### config.mk
export PLATFORM = sky130hd
export DESIGN_NAME = spring_controller_flat
export DESIGN_NICKNAME = d
export VERILOG_FILES = /design/src/rtl/spring_if.sv /design/src/rtl/spring_controller.sv /design/src/flat_wrapper.sv
export SDC_FILE = /design/constraint.sdc
export NUM_CORES = 1
export LEC_CHECK = 0
export CAP_MARGIN = 20
export CORE_UTILIZATION = 55
export CTS_CLUSTER_SIZE = 30
export DETAILED_ROUTE_END_ITERATION = 12
export HOLD_SLACK_MARGIN = 0.06
export PLACE_DENSITY = 0.81
export SYNTH_ARGS = -nofsm -noshare
export SYNTH_HDL_FRONTEND = slang
export SYNTH_SLANG_ARGS = --single-unit
### constraint.sdc
create_clock -name clk -period 4 [get_ports clk]
set_input_delay 0.4 -clock clk [delete_from_list [all_inputs] [get_ports clk]]
set_output_delay 0.4 -clock clk [all_outputs]
set_load 0.1 [all_outputs]
### src/rtl/spring_if.sv
// Spring controller signal bundle: frame/key/pause/restart controls in,
// launch speed, plunger displacement and status out.
interface spring_if;
  logic               startOfFrame;
  logic               keyIsPressed;
  logic               pause;
  logic               reset_level;
  logic signed [31:0] springSpeedY;
  logic        [7:0]  compression;
  logic               launchPulse;
  logic               springBusy;

  modport master (
    output startOfFrame, keyIsPressed, pause, reset_level,
    input  springSpeedY, compression, launchPulse, springBusy
  );

  modport slave (
    input  startOfFrame, keyIsPressed, pause, reset_level,
    output springSpeedY, compression, launchPulse, springBusy
  );
endinterface

### src/rtl/spring_controller.sv
// Plunger/launcher controller. Key hold time (in frames) becomes spring
// compression; releasing the key fires a launch speed proportional to the
// compression while the plunger retracts, followed by a cooldown in which
// the key is ignored. All state advances only on unpaused frame ticks.
// Legal parameters keep 255 * SPEED_FACTOR inside a 32-bit signed value.
module spring_controller #(
  parameter int MAX_COMPRESSION = 32,
  parameter int CHARGE_STEP     = 1,
  parameter int RETRACT_STEP    = 8,
  parameter int SPEED_FACTOR    = 8,
  parameter int MIN_COMPRESSION = 4,
  parameter int COOLDOWN_FRAMES = 30,
  parameter int DATA_W          = 32
) (
  input  logic     clk,
  input  logic     resetN,
  spring_if.slave  spring
);

  typedef enum logic [1:0] {IDLE, CHARGING, RELEASE, COOLDOWN} state_t;

  state_t                    state, state_next;
  logic        [7:0]         comp, comp_next;
  logic signed [DATA_W-1:0]  speed, speed_next;
  logic signed [DATA_W-1:0]  launch_speed, launch_speed_next;
  logic        [15:0]        cool_cnt, cool_cnt_next;
  logic                      pulse, pulse_next;
  logic                      busy, busy_next;
  logic                      frame_tick;

  // Compression after one charging frame, held at the maximum.
  function automatic logic [7:0] charge_sat(input logic [7:0] c);
    int sum;
    sum = int'(c) + CHARGE_STEP;
    if (sum > MAX_COMPRESSION) sum = MAX_COMPRESSION;
    return 8'(sum);
  endfunction

  // Compression after one retract frame, floored at zero.
  function automatic logic [7:0] retract_sat(input logic [7:0] c);
    int diff;
    diff = int'(c) - RETRACT_STEP;
    if (diff < 0) diff = 0;
    return 8'(diff);
  endfunction

  // Upward (negative) launch speed proportional to compression.
  function automatic logic signed [DATA_W-1:0] launch_velocity(input logic [7:0] c);
    logic signed [DATA_W-1:0] mag;
    mag = $signed({{(DATA_W-8){1'b0}}, c}) * $signed(DATA_W'(SPEED_FACTOR));
    return -mag;
  endfunction

  assign frame_tick = spring.startOfFrame && !spring.pause;

  // State and datapath registers; both restart sources clear everything.
  always_ff @(posedge clk) begin
    if (resetN || spring.reset_level) begin
      state        <= IDLE;
      comp         <= 8'd0;
      speed        <= '0;
      launch_speed <= '0;
      cool_cnt     <= 16'd0;
      pulse        <= 1'b0;
      busy         <= 1'b0;
    end else begin
      state        <= state_next;
      comp         <= comp_next;
      speed        <= speed_next;
      launch_speed <= launch_speed_next;
      cool_cnt     <= cool_cnt_next;
      pulse        <= pulse_next;
      busy         <= busy_next;
    end
  end

  // Next-state and next-output decode; everything holds off-frame except
  // the launch strobe, which always drops after one clock.
  always_comb begin
    state_next        = state;
    comp_next         = comp;
    speed_next        = speed;
    launch_speed_next = launch_speed;
    cool_cnt_next     = cool_cnt;
    pulse_next        = 1'b0;
    if (frame_tick) begin
      case (state)
        IDLE: begin
          if (spring.keyIsPressed) begin
            state_next = CHARGING;
            comp_next  = charge_sat(8'd0);
          end
        end
        CHARGING: begin
          if (spring.keyIsPressed) begin
            comp_next = charge_sat(comp);
          end else if (int'(comp) >= MIN_COMPRESSION) begin
            launch_speed_next = launch_velocity(comp);
            speed_next        = launch_velocity(comp);
            state_next        = RELEASE;
            pulse_next        = 1'b1;
          end else begin
            state_next = IDLE;
            comp_next  = 8'd0;
          end
        end
        RELEASE: begin
          comp_next  = retract_sat(comp);
          speed_next = launch_speed;
          if (retract_sat(comp) == 8'd0) begin
            state_next    = COOLDOWN;
            speed_next    = '0;
            cool_cnt_next = 16'(COOLDOWN_FRAMES);
          end
        end
        COOLDOWN: begin
          comp_next  = 8'd0;
          speed_next = '0;
          if (cool_cnt <= 16'd1) begin
            cool_cnt_next = 16'd0;
            state_next    = IDLE;
          end else begin
            cool_cnt_next = cool_cnt - 16'd1;
          end
        end
        default: state_next = IDLE;
      endcase
    end
    busy_next = (state_next != IDLE);
  end

  assign spring.springSpeedY = speed;
  assign spring.compression  = comp;
  assign spring.launchPulse  = pulse;
  assign spring.springBusy   = busy;

endmodule

### src/flat_wrapper.sv
// flat-port wrapper written by rule: the top's interface ports become plain ports
module spring_controller_flat 
#(
  parameter int MAX_COMPRESSION = 32,
  parameter int CHARGE_STEP     = 1,
  parameter int RETRACT_STEP    = 8,
  parameter int SPEED_FACTOR    = 8,
  parameter int MIN_COMPRESSION = 4,
  parameter int COOLDOWN_FRAMES = 30,
  parameter int DATA_W          = 32
)
  (clk, resetN, spring_startOfFrame, spring_keyIsPressed, spring_pause, spring_reset_level, spring_springSpeedY, spring_compression, spring_launchPulse, spring_springBusy);
  spring_if spring_i ();
  input  logic clk;
  input  logic resetN;
  input wire logic [$bits(spring_i.startOfFrame)-1:0] spring_startOfFrame;
  input wire logic [$bits(spring_i.keyIsPressed)-1:0] spring_keyIsPressed;
  input wire logic [$bits(spring_i.pause)-1:0] spring_pause;
  input wire logic [$bits(spring_i.reset_level)-1:0] spring_reset_level;
  output wire logic [$bits(spring_i.springSpeedY)-1:0] spring_springSpeedY;
  output wire logic [$bits(spring_i.compression)-1:0] spring_compression;
  output wire logic [$bits(spring_i.launchPulse)-1:0] spring_launchPulse;
  output wire logic [$bits(spring_i.springBusy)-1:0] spring_springBusy;
  assign spring_i.startOfFrame = spring_startOfFrame;
  assign spring_i.keyIsPressed = spring_keyIsPressed;
  assign spring_i.pause = spring_pause;
  assign spring_i.reset_level = spring_reset_level;
  assign spring_springSpeedY = spring_i.springSpeedY;
  assign spring_compression = spring_i.compression;
  assign spring_launchPulse = spring_i.launchPulse;
  assign spring_springBusy = spring_i.springBusy;
  spring_controller #(.MAX_COMPRESSION(MAX_COMPRESSION), .CHARGE_STEP(CHARGE_STEP), .RETRACT_STEP(RETRACT_STEP), .SPEED_FACTOR(SPEED_FACTOR), .MIN_COMPRESSION(MIN_COMPRESSION), .COOLDOWN_FRAMES(COOLDOWN_FRAMES), .DATA_W(DATA_W)) u_core (.clk(clk), .resetN(resetN), .spring(spring_i));
endmodule
==> qor.csv <==
metric,value,unit
status,"complete, no violations",
report.final.hold_viol_count,0,
detail_route.wl_per_cell,14.9,microns
cts_resized,0,
share_of_synthesized_flip_flops_with_an_asynchronous_set_or_reset,0,%
grt_max_degree,31,
synth_top_area_share,37.1,%
coreArea,5510,sq um
ioPinCount,48,
maxCapViolCount,0,
ir_drop,0.402,mV
place_inst,473,
power.combinational.fraction,3.7,%
floorplan.rows,27,
grt_use_total,26.0,%
max_slew.worst_pin.slew,0.981,ns
timing.final.crit_period,3.00,ns
post_synth_inst_count,391,
routed_wirelength,7.29,mm
drv_slew,0,
yosys.area.top_type,sky130_fd_sc_hd__dfxtp_1,
initial_core_util,56.8,%
cts_tree,done,
final-instance-count-excl-fill,489,
hold_path_depth,2,
power.total,1310,uW
critical_path_class,reg2reg,
area.sequential,1160,sq um
worst_slack,1.01,ns
dr.first_iter.drc_count,216,
viasPerCell,6.01,
timing.setup.tns,0,ns
p_int,1010,uW
final_util,67.3,%
rr_worst_depth,8,
critical_path.endpoint_type,flip-flop,
cts.hold.buffers_added,0,
worst_hold_path_type,reg2reg,
critPathArrivalTime,3.24,ns
cts_max_path_buffers,2,
total_gr_overflow,0,
sw_frac_of_total,23.0,%
critPathMaxFanout,17,
num_antenna_cells,0,
worst_skew_pair.late_latency,0.35,ns
first_global_vias,2799,
post_synth_main_area_contributors,"sky130_fd_sc_hd__dfxtp_1, sky130_fd_sc_hd__a21oi_1, sky130_fd_sc_hd__o21ai_0",
remaining_drc_errors,0,
fin_worst_skew,0.0102,ns
grt_first_pass_wirelength,12.4,mm
layout-drive-gt1-share,7.91,%
rsz0062_at_grt,false,
synth.distinct_cells,53,
ant_nets,0,
leakagePower,0.00130,uW
grt_antenna_before_repair,0,
floorplan.die.width,77.4,microns
final_nets,427,
h-tree-depth,3,
cts_made_buffers,9,
cts-root-buf,sky130_fd_sc_hd__clkbuf_8,
synth_area_per_cell,8.00,sq um
ys_seq_elements,58,
dp.final_hpwl,4.88,mm
maxClockFrequency,334,MHz
crit_required,4.24,ns
layout.filler_cells,450,
area_of_the_multi_input_gates,1700,sq um
setup_viol,0,
fp.dieH,77.4,microns
timing.hold.worst_endpoint,u_core.launch_speed[7],
p_sw,301,uW
clkSinkCount,58,
routability_cong,0.876,
synth_seq_area_share,37.1,%
rrSetupSlack,1.01,ns
area_delta_synth_final,18.4,%
r2r_start,u_core.spring.compression[3],
synth-edff-count,0,
fp.dieArea,6000,sq um
worst_hold_startpoint,u_core.launch_speed[7],
timing.final.crit_share,74.9,%
worst_r2r_endpoint,u_core.cool_cnt[6],
synth.cell_area,3130,sq um
synth_warnings,0,
worst_setup_hold_path_clk_slew,0.07,ns
vias,2941,
tritonroute_pass_1_iters,6,
dp_worst_setup_slack,1.01,ns
synth_flop_cell,sky130_fd_sc_hd__dfxtp_1,
maxSlewHeadroom,34.4,%
p_per_area,353,nW/um^2
critical_path.startpoint_type,flip-flop,
seqPwrFrac,44.2,%
io_buffer_count,44,
post-cts-setup-buffers,0,
share_clk_of_total_power,52.1,%
## per-layer routing
layer,GRT usage (%),vias up,part of all wire (%)
li1,-,1430,-
met1,31.6,1412,44
met2,41.5,81,48
met3,7.53,18,5.4
met4,13.8,0,2.1
met5,0,-,0
## layout make-up
type,count,area share [%]
Tap cell,72,2.43
Timing Repair Buffer,48,12.7
Clock inverter,7,3.38
Inverter,9,0.912
Sequential cell,58,31.3
Multi-Input combinational cell,286,45.9
Clock buffer,9,3.34
## synth_stat cells, types with 2 or more instances
cell type                   count
sky130_fd_sc_hd__dfxtp_1       58
sky130_fd_sc_hd__a21oi_1       50
sky130_fd_sc_hd__nand2_1       35
sky130_fd_sc_hd__nor2_1        35
sky130_fd_sc_hd__o21ai_0       28
sky130_fd_sc_hd__buf_4         18
sky130_fd_sc_hd__clkbuf_1      14
sky130_fd_sc_hd__a22oi_1       10
sky130_fd_sc_hd__ha_1           9
sky130_fd_sc_hd__nor3_1         9
sky130_fd_sc_hd__inv_1          8
sky130_fd_sc_hd__nand3_1        8
sky130_fd_sc_hd__o31ai_1        8
sky130_fd_sc_hd__or3_1          8
sky130_fd_sc_hd__or4_1          8
sky130_fd_sc_hd__buf_2          6
sky130_fd_sc_hd__nor3b_1        6
sky130_fd_sc_hd__o21a_1         6
sky130_fd_sc_hd__xnor2_1        6
sky130_fd_sc_hd__nand2b_1       5
sky130_fd_sc_hd__or2_2          5
sky130_fd_sc_hd__o21bai_1       4
sky130_fd_sc_hd__a31oi_1        3
sky130_fd_sc_hd__mux2i_1        3
sky130_fd_sc_hd__nor2b_1        3
sky130_fd_sc_hd__a211oi_1       2
sky130_fd_sc_hd__a21o_1         2
sky130_fd_sc_hd__and3_1         2
sky130_fd_sc_hd__buf_6          2
sky130_fd_sc_hd__nand4_1        2
sky130_fd_sc_hd__nor4_1         2
sky130_fd_sc_hd__o2111ai_1      2
sky130_fd_sc_hd__o211ai_1       2
sky130_fd_sc_hd__o21ai_1        2
sky130_fd_sc_hd__xor2_1         2
## registers in the layout, summed over array words and instances (netlist names)
| signal | count |
|---|---|
| u_core.cool_cnt | 16 |
| u_core.launch_speed | 15 |
| u_core.spring.compression | 8 |
| u_core.spring.launchPulse | 1 |
| u_core.spring.springBusy | 1 |
| u_core.spring.springSpeedY | 15 |
| u_core.state | 2 |
## cells by family after synthesis
| family | share of synthesized area [%] |
|---|---|
| compound gates | 24.1 |
| xor+xnor | 2.24 |
| fa+ha+maj | 3.60 |
| buf+inv | 8.76 |
| flops | 37.1 |
| mux | 0.960 |
| other cells | 0.120 |
| simple gates | 23.2 |
## layout by cell type (no fill, tap or decap), types with 9 or more instances in the layout
cell type,n
sky130_fd_sc_hd__dfxtp_1,58
sky130_fd_sc_hd__clkbuf_8,9
sky130_fd_sc_hd__nor3_1,9
sky130_fd_sc_hd__ha_1,9
sky130_fd_sc_hd__a21oi_1,50
sky130_fd_sc_hd__a22oi_1,10
sky130_fd_sc_hd__o21ai_0,28
sky130_fd_sc_hd__clkdlybuf4s50_1,44
sky130_fd_sc_hd__nor2_1,35
sky130_fd_sc_hd__nand2_1,35
## critical path, cell delays in order (launching register included)
cell and delay [ns]:
sky130_fd_sc_hd__dfxtp_1 0.71, sky130_fd_sc_hd__inv_1 0.14, sky130_fd_sc_hd__ha_1 0.34, sky130_fd_sc_hd__and4bb_1 0.20, sky130_fd_sc_hd__a22oi_1 0.08, sky130_fd_sc_hd__a211oi_2 0.33
sky130_fd_sc_hd__o21ai_1 0.13, sky130_fd_sc_hd__o21ai_1 0.71, sky130_fd_sc_hd__o21ba_2 0.25
## stage by stage
step	cell area (sq um)	hold slack (ns)
2_1_floorplan	3140	0.434
3_3_place_gp	3460	0.442
3_5_place_dp	3460	0.447
4_1_cts	3710	0.457
5_1_grt	3710	0.477
6_report	3710	0.460
## power by group through the flow
stage / sequential [uW] / clock (uW) / combinational, uW
5_1_grt: 579 / 718 / 52.1
2_1_floorplan: 595 / 0 / 35.2
6_report: 579 / 682 / 48.4
3_3_place_gp: 593 / 0 / 47.3
3_5_place_dp: 593 / 0 / 48.0
4_1_cts: 579 / 689 / 48.2
## how the worst max path moves through the flow
stage	start	endpoint	slack (ns)	cells past startpoint
after floorplan	u_core.spring.compression[3]	u_core.cool_cnt[12]	0.72	10
after global placement	u_core.spring.compression[3]	u_core.cool_cnt[6]	1.17	8
after detailed placement	u_core.spring.compression[3]	u_core.cool_cnt[6]	1.01	8
after CTS	u_core.spring.compression[3]	u_core.cool_cnt[6]	1.02	8
after global routing	u_core.spring.compression[3]	u_core.cool_cnt[13]	0.73	8
final	u_core.spring.compression[3]	u_core.cool_cnt[6]	1.01	8
(Power assumes the default switching activity.)
